--- config.mk ---
export PLATFORM = sky130hd
export DESIGN_NAME = gen_barrier_ctrl_flat
export DESIGN_NICKNAME = d
export VERILOG_FILES = /design/src/rtl/gen_barrier_ctrl_if.sv /design/src/rtl/gen_barrier_ctrl.sv /design/src/flat_wrapper.sv
export SDC_FILE = /design/constraint.sdc
export NUM_CORES = 1
export LEC_CHECK = 0
export BUFFER_PORTS_ARGS = -buffer_cell sky130_fd_sc_hd__clkbuf_2
export CORE_MARGIN = 5
export CORE_UTILIZATION = 50
export CTS_BUF_LIST = sky130_fd_sc_hd__clkbuf_4
export CTS_CLUSTER_DIAMETER = 40
export DETAILED_ROUTE_END_ITERATION = 16
export HOLD_SLACK_MARGIN = 0.03
export PLACE_DENSITY_LB_ADDON = 0.3
export SLEW_MARGIN = 20
export SYNTH_ARGS = -nofsm -noshare
export SYNTH_HDL_FRONTEND = slang
export SYNTH_SLANG_ARGS = --single-unit
--- constraint.sdc ---
create_clock -name clk -period 4.99 [get_ports clk]
set_clock_uncertainty 0.2 [all_clocks]
set_input_delay 0.998 -clock clk [delete_from_list [all_inputs] [get_ports clk]]
set_output_delay 0.998 -clock clk [all_outputs]
set_load 0.01 [all_outputs]
--- src/rtl/gen_barrier_ctrl_if.sv ---
// Handshake bundle between the test sequencer / generator bank (master side)
// and the barrier controller (slave side).
interface gen_barrier_ctrl_if #(
  parameter int N_GEN = 4,
  parameter int CNT_W = $clog2(N_GEN + 1)
);
  logic             go;
  logic [N_GEN-1:0] gen_mask;
  logic [N_GEN-1:0] gen_start;
  logic [N_GEN-1:0] gen_done;
  logic             busy;
  logic [N_GEN-1:0] done_vec;
  logic [CNT_W-1:0] done_count;
  logic             all_done;
  logic             timeout_err;

  modport master (
    output go, gen_mask, gen_done,
    input  gen_start, busy, done_vec, done_count, all_done, timeout_err
  );

  modport slave (
    input  go, gen_mask, gen_done,
    output gen_start, busy, done_vec, done_count, all_done, timeout_err
  );
endinterface

--- src/rtl/gen_barrier_ctrl.sv ---
// Start-all / wait-for-all barrier over a bank of stimulus generators, with a
// per-round watchdog that aborts the round if a generator never reports done.
module gen_barrier_ctrl #(
  parameter int N_GEN   = 4,
  parameter int CNT_W   = $clog2(N_GEN + 1),
  parameter int TIMEOUT = 1024
) (
  input  logic                clk,
  input  logic                rst,
  gen_barrier_ctrl_if.slave   bus
);
  localparam bit WD_EN = (TIMEOUT > 0);
  localparam int WD_W  = WD_EN ? $clog2(TIMEOUT + 1) : 1;

  typedef enum logic [1:0] {IDLE, LAUNCH, WAIT, DONE} state_t;

  state_t           state_reg;
  logic [N_GEN-1:0] mask_reg;
  logic [N_GEN-1:0] gen_start_reg;
  logic [N_GEN-1:0] done_vec_reg;
  logic [CNT_W-1:0] done_count_reg;
  logic [WD_W-1:0]  wd_reg;
  logic             busy_reg;
  logic             all_done_reg;
  logic             timeout_err_reg;

  logic [N_GEN-1:0] new_done;
  logic [N_GEN-1:0] done_vec_next;
  logic [CNT_W-1:0] done_count_next;
  logic [WD_W-1:0]  wd_next;

  function automatic logic [CNT_W-1:0] popcount(input logic [N_GEN-1:0] v);
    logic [CNT_W-1:0] c;
    c = '0;
    for (int i = 0; i < N_GEN; i++) c = c + CNT_W'(v[i]);
    return c;
  endfunction

  // Only first completions of enabled slots count, so the count cannot
  // exceed the number of enabled generators.
  always_comb begin
    new_done        = bus.gen_done & mask_reg & ~done_vec_reg;
    done_vec_next   = done_vec_reg | new_done;
    done_count_next = done_count_reg + popcount(new_done);
    wd_next         = wd_reg + WD_W'(1);
  end

  always_ff @(posedge clk or posedge rst) begin
    if (rst) begin
      state_reg       <= IDLE;
      mask_reg        <= '0;
      gen_start_reg   <= '0;
      done_vec_reg    <= '0;
      done_count_reg  <= '0;
      wd_reg          <= '0;
      busy_reg        <= 1'b0;
      all_done_reg    <= 1'b0;
      timeout_err_reg <= 1'b0;
    end else begin
      gen_start_reg <= '0;
      all_done_reg  <= 1'b0;
      case (state_reg)
        IDLE: begin
          if (bus.go) begin
            mask_reg        <= bus.gen_mask;
            gen_start_reg   <= bus.gen_mask;
            done_vec_reg    <= '0;
            done_count_reg  <= '0;
            wd_reg          <= '0;
            timeout_err_reg <= 1'b0;
            busy_reg        <= 1'b1;
            state_reg       <= LAUNCH;
          end
        end
        LAUNCH, WAIT: begin
          // Dones landing in the launch cycle count the same as in WAIT.
          done_vec_reg   <= done_vec_next;
          done_count_reg <= done_count_next;
          if (state_reg == WAIT) wd_reg <= wd_next;
          // Completion is tested first so it beats a coincident timeout.
          if (done_vec_next == mask_reg) begin
            all_done_reg <= 1'b1;
            state_reg    <= DONE;
          end else if (WD_EN && state_reg == WAIT && wd_next == WD_W'(TIMEOUT)) begin
            timeout_err_reg <= 1'b1;
            busy_reg        <= 1'b0;
            state_reg       <= IDLE;
          end else begin
            state_reg <= WAIT;
          end
        end
        DONE: begin
          busy_reg  <= 1'b0;
          state_reg <= IDLE;
        end
        default: begin
          busy_reg  <= 1'b0;
          state_reg <= IDLE;
        end
      endcase
    end
  end

  assign bus.gen_start   = gen_start_reg;
  assign bus.busy        = busy_reg;
  assign bus.done_vec    = done_vec_reg;
  assign bus.done_count  = done_count_reg;
  assign bus.all_done    = all_done_reg;
  assign bus.timeout_err = timeout_err_reg;
endmodule

--- src/flat_wrapper.sv ---
// flat-port wrapper written by rule: the top's interface ports become plain ports
module gen_barrier_ctrl_flat 
#(
  parameter int N_GEN   = 4,
  parameter int CNT_W   = $clog2(N_GEN + 1),
  parameter int TIMEOUT = 1024
)
  (clk, rst, bus_go, bus_gen_mask, bus_gen_done, bus_gen_start, bus_busy, bus_done_vec, bus_done_count, bus_all_done, bus_timeout_err);
  gen_barrier_ctrl_if #(.N_GEN(N_GEN), .CNT_W(CNT_W)) bus_i ();
  input  logic clk;
  input  logic rst;
  input wire logic [$bits(bus_i.go)-1:0] bus_go;
  input wire logic [$bits(bus_i.gen_mask)-1:0] bus_gen_mask;
  input wire logic [$bits(bus_i.gen_done)-1:0] bus_gen_done;
  output wire logic [$bits(bus_i.gen_start)-1:0] bus_gen_start;
  output wire logic [$bits(bus_i.busy)-1:0] bus_busy;
  output wire logic [$bits(bus_i.done_vec)-1:0] bus_done_vec;
  output wire logic [$bits(bus_i.done_count)-1:0] bus_done_count;
  output wire logic [$bits(bus_i.all_done)-1:0] bus_all_done;
  output wire logic [$bits(bus_i.timeout_err)-1:0] bus_timeout_err;
  assign bus_i.go = bus_go;
  assign bus_i.gen_mask = bus_gen_mask;
  assign bus_i.gen_done = bus_gen_done;
  assign bus_gen_start = bus_i.gen_start;
  assign bus_busy = bus_i.busy;
  assign bus_done_vec = bus_i.done_vec;
  assign bus_done_count = bus_i.done_count;
  assign bus_all_done = bus_i.all_done;
  assign bus_timeout_err = bus_i.timeout_err;
  gen_barrier_ctrl #(.N_GEN(N_GEN), .CNT_W(CNT_W), .TIMEOUT(TIMEOUT)) u_core (.clk(clk), .rst(rst), .bus(bus_i));
endmodule
==> results of run 1 <==
-- through the flow --
step | power, µW | hold WS, ps | std cells | worst slack (ps)
finish | 1050 | 318 | 267 | 1810
global route | 1150 | 329 | 267 | 1710
CTS | 1050 | 318 | 267 | 1800
detailed placement | 862 | 294 | 259 | 1430
global placement | 855 | 281 | 259 | 1550
floorplan | 734 | 265 | 198 | 1740
-- cells in the mapped netlist, types with 4 or more instances --
cell / n
a31oi_1: 8
clkbuf_1: 7
o21ai_0: 13
a21o_1: 6
dfrtp_1: 31
nor2_1: 13
ha_1: 8
inv_1: 13
nand2b_1: 5
nand3_1: 5
and3_1: 10
o21ai_1: 6
a21oi_1: 7
nand2_1: 23
o31ai_1: 4
-- layout make-up --
class / instances / area (µm²) / area share
multi-input cells: 142 / 918 / 0.458
well taps: 48 / 60.1 / 0.0299
flip-flops and latches: 31 / 776 / 0.387
inverters: 13 / 48.8 / 0.0243
clock buffers: 5 / 37.5 / 0.0187
repair buffers: 25 / 128 / 0.0636
clock inverters: 3 / 38.8 / 0.0193
-- layer usage --
layer | up-vias | GRT usage | wire length (µm)
li1 | 745 | - | -
met1 | 714 | 0.215 | 1840
met2 | 22 | 0.254 | 1740
met3 | 2 | 0.0576 | 127
met4 | 0 | 0.0596 | 18
met5 | - | 0 | 0
-- final timing paths --
kind	endpoint	slack, ps	start	depth (start not counted)
worst min-delay path	u_core.bus.busy	320	u_core.bus.busy	1
min in group asynchronous	u_core.wd_reg[10]	500	rst	3
max in group asynchronous	u_core.wd_reg[3]	3800	rst	3
worst max register to register	u_core.bus.done_count[2]	2150	u_core.mask_reg[0]	13
worst min register to register	u_core.bus.busy	320	u_core.bus.busy	1
worst max-delay path	u_core.bus.done_count[2]	1810	bus_gen_done[0]	14
-- worst max-delay path: cells and delay by family --
family,cells,cell delay [ps]
adder cells (fa/ha/maj),4,1170
AO/OA/AOI/OAI,2,330
buffers and inverters,4,280
AND/OR/NAND/NOR,3,240
XOR/XNOR,1,200
-- kinds of logic (layout without fill, tap and decap cells) --
kind of cell             count (synthesis)  after routing  share of synthesized area
AO/OA/AOI/OAI                           58             58                      0.210
buffers and inverters                   25             46                     0.0707
adder cells (fa/ha/maj)                 10             10                     0.0769
XOR/XNOR                                 5              5                     0.0240
multiplexers                             3              3                     0.0178
AND/OR/NAND/NOR                         66             66                      0.175
flip-flops                              31             31                      0.426
-- power by group --
part           switching (µW)  internal, µW
logic                     288           190
registers                64.0           317
clock network            89.2           103
-- placed cells by master (no fill, tap or decap), types with 3 or more instances in the layout --
master and n:
a21o_1 6, a21oi_1 7, a22o_1 3, a31oi_1 8, and3_1 10, clkbuf_2 24, clkbuf_4 5, dfrtp_1 31
ha_1 8, inv_1 13, nand2_1 23, nand2b_1 5, nand3_1 5, nor2_1 13, nor3_1 3, o21ai_0 13
o21ai_1 6, o31ai_1 4, xnor2_1 3
==> results.toml, run 1 <==
[outcome]
status = "complete, no violations"

[logic_synthesis]
ys.flop_type = "dfrtp_1"
synth-async-reset-ratio = 1.00
syn_inst = 198
synth_seq_cells = 31
yosysTopAreaCellShare = 0.426
syn_area_per_cell_um2 = 9.21
synth-edff-count = 0
ys_types = 41
synth-seq-area-share = 0.426
synthesis.nets = 219
yosysTopAreaCell = "dfrtp_1"
synth.cell_area_mm2 = 0.00182
yosysWarnings = 0
yosys-top-cells-area = "dfrtp_1 43%, ha_1 5.5%, nand2_1 4.7%"

[route]
postRouteAntennaNets = 0
drt-initial-drc-count = 80
wl_per_cell_um = 14.0
drc = 0
vias = 1483
drtPass1Iterations = 4
drt-total-wl_um = 3730
avgViaCountPerCell = 5.55

[worst_setup_path]
crit_chain = "clkbuf_2 -> nand2_1 -> nor2_1 -> ha_1 -> inv_1 -> fa_1 -> inv_1 -> ha_1 -> inv_1 -> fa_1 -> xor2_1 -> nor3_1 -> a21o_1 -> a22o_1"
slowest_delay_ps = 400
cp_max_fo = 3
crit_type = "in2reg"
crit_path_frequent_cell = "inv_1"
cp_data_arrival_time_ps = 3210
crit_slowest_cell = "fa_1"
required_ps = 5020
start_kind = "input pin"
end_kind = "flip-flop"

[finish]
nNetsFinal = 239
largest_reg_flops = 11
drive_gt1_frac = 0.164
final_cell_area_mm2 = 0.00201
antenna_cells = 0
finish.utilization = 0.557
nFillCells = 327
syn_to_final_growth_pct = 10.1

[clocking]
cts-root-buf = "clkbuf_4"
cts_buffers = 5
cts_buffer_depth = 2
cts_tree = "done"
ctsHoldBuffers = 0
cts_resized = 0
htreeDepth = 2
post-cts-setup-buffers = 0
cts.sinks = 31
cts.clk_slew.worst_paths_ps = 100
clk_latency_ps = 330

[timing]
setup_viol = 0
finalCritPeriodShare = 0.637
max_freq_mhz = 315
tns_ps = 0
drv_slew = 0
slew_headroom = 0.449
worst_slew_pin_slew_ps = 827
rsz0062_at_grt = "false"
finalHoldViolCount = 0
fin_crit_ps = 3180

[global_routing]
grt_pass1_vias = 1434
grt_pass1_wl_um = 6430
grt_max_degree = 32
grt_usage = 0.165
gr-total-overflow = 0
antenna_found_initial = 0

[floorplan]
dieArea_mm2 = 0.00495
ios = 25
core_area_mm2 = 0.00361
std_cell_rows = 22
die_h_um = 70.4
start_util = 0.506
die-width_um = 70.4

[power_and_ir_drop]
p_leak_uw = 0.000962
ir_drop_mv = 0.376
powerDensity_mw_per_mm2 = 524

[place]
io_buffers = 24
routabilityCongestion = 0.806
placed_area_mm2 = 0.00193
hpwl_um = 2710

[flow_run]
max-cap-violations = 0

[min_path]
min_path_type = "reg2reg"
Power figures use the tool's default switching activity.
==> run 2, diff against run 1 <==
clock period = 3.1 ns   (was 4.99 ns; I/O delays follow)
==> results.toml, run 2 (synthesized netlist as in run 1, its figures left out) <==
[outcome]
status = "complete, no violations"

[timing]
drv_slew = 0
setup_viol = 0
rsz0062_at_grt = "false"
finalHoldViolCount = 0
max_freq_mhz = 360
finalCritPeriodShare = 0.896
fin_crit_ps = 2780
worst_slew_pin_slew_ps = 453
slew_headroom = 0.697
tns_ps = 0

[floorplan]
die-width_um = 70.4
dieArea_mm2 = 0.00495
start_util = 0.506
ios = 25
die_h_um = 70.4
core_area_mm2 = 0.00361
std_cell_rows = 22

[route]
drt-initial-drc-count = 90
vias = 1453
drc = 0
wl_per_cell_um = 13.4
drt-total-wl_um = 3610
avgViaCountPerCell = 5.40
postRouteAntennaNets = 0
drtPass1Iterations = 4

[global_routing]
antenna_found_initial = 0
grt_usage = 0.159
grt_pass1_wl_um = 6240
gr-total-overflow = 0
grt_max_degree = 32
grt_pass1_vias = 1358

[worst_setup_path]
crit_type = "reg2reg"
cp_max_fo = 5
slowest_delay_ps = 430
crit_slowest_cell = "dfrtp_1"
critical-path-top-delay-family = "adder cells"
cp_data_arrival_time_ps = 2800
end_kind = "flip-flop"
required_ps = 3120
critical_path_buf_inv_count = 3
crit_path_frequent_cell = "inv_1"
start_kind = "flip-flop"
crit_chain = "nand2_1 -> nor2_1 -> ha_1 -> inv_1 -> fa_1 -> inv_1 -> ha_1 -> inv_1 -> fa_1 -> xor2_1 -> nor3_1 -> a21o_1 -> a22o_1"

[finish]
final_common_cell = "dfrtp_1"
finish.utilization = 0.561
most-common-layout-cells = "31 x dfrtp_1, 24 x clkbuf_2, 23 x nand2_1"
nNetsFinal = 241
antenna_cells = 0
nFillCells = 342
largest_reg_flops = 11
syn_to_final_growth_pct = 10.9
drive_gt1_frac = 0.172
final_cell_area_mm2 = 0.00202

[place]
hpwl_um = 2620
io_buffers = 24
routabilityCongestion = 0.798
placed_area_mm2 = 0.00195

[clocking]
cts_tree = "done"
cts-root-buf = "clkbuf_4"
ctsHoldBuffers = 0
htreeDepth = 2
cts.sinks = 31
cts_resized = 0
cts_buffer_depth = 2
cts_buffers = 5
clk_latency_ps = 320
cts.clk_slew.worst_paths_ps = 100
post-cts-setup-buffers = 0

[power_and_ir_drop]
p_leak_uw = 0.000973
powerDensity_mw_per_mm2 = 845
ir_drop_mv = 0.541

[flow_run]
max-cap-violations = 0

[min_path]
min_path_type = "in2async"
==> run 2: cell count changes in the layout (fill, tap and decap cells not counted), sizes merged <==
| cell | delta |
|---|---|
| buf | +2 |
==> run 2: path summary, 6_finish.rpt <==
path                                          from                        to  slack (ps)  cells past startpoint
worst max-delay path            u_core.mask_reg[0]  u_core.bus.done_count[2]         320                     13
worst min-delay path                           rst         u_core.wd_reg[10]         130                      3
worst max register to register  u_core.mask_reg[0]  u_core.bus.done_count[2]         320                     13
worst min register to register     u_core.bus.busy           u_core.bus.busy         310                      1
max in group asynchronous                      rst          u_core.wd_reg[4]        2290                      3
min in group clk                   u_core.bus.busy           u_core.bus.busy         310                      1
==> run 2: area by class of cell <==
type	instances	area (µm²)	share of cell area
repair buffers	27	143	0.0705
well taps	48	60.1	0.0297
clock buffers	5	37.5	0.0186
clock inverters	3	38.8	0.0192
flip-flops and latches	31	776	0.384
multi-input cells	142	918	0.454
inverters	13	48.8	0.0241
==> run 2: routing by layer <==
| layer | wire length [µm] | vias to the layer above | global-route usage |
|---|---|---|---|
| met3 | 126 | 6 | 0.0475 |
| li1 | - | 747 | - |
| met2 | 1670 | 22 | 0.238 |
| met4 | 53 | 0 | 0.0617 |
| met5 | 0 | - | 0 |
| met1 | 1760 | 678 | 0.214 |
==> run 2: worst reg2reg max path, stage by stage (launching register included) <==
cell and delay [ps]:
dfrtp_1 430, nand2_1 70, nor2_1 40, ha_1 300, inv_1 70, fa_1 400
inv_1 60, ha_1 130, inv_1 50, fa_1 370, xor2_1 180, nor3_1 60
a21o_1 150, a22o_1 170
==> run 2: stage by stage <==
| step | power (µW) | worst slack [ps] | cells | hold slack, ps |
|---|---|---|---|---|
| after global routing | 1870 | 143 | 269 | 157 |
| after CTS | 1730 | 297 | 269 | 133 |
| after detailed placement | 1420 | -11.5 | 261 | 297 |
| after floorplan | 1180 | 229 | 198 | 265 |
| after global placement | 1410 | 42.7 | 261 | 282 |
| final | 1710 | 321 | 269 | 134 |
==> run 2: power breakdown <==
group / switching [µW] / internal (µW)
clock: 137 / 166
combinational: 462 / 333
sequential: 102 / 511
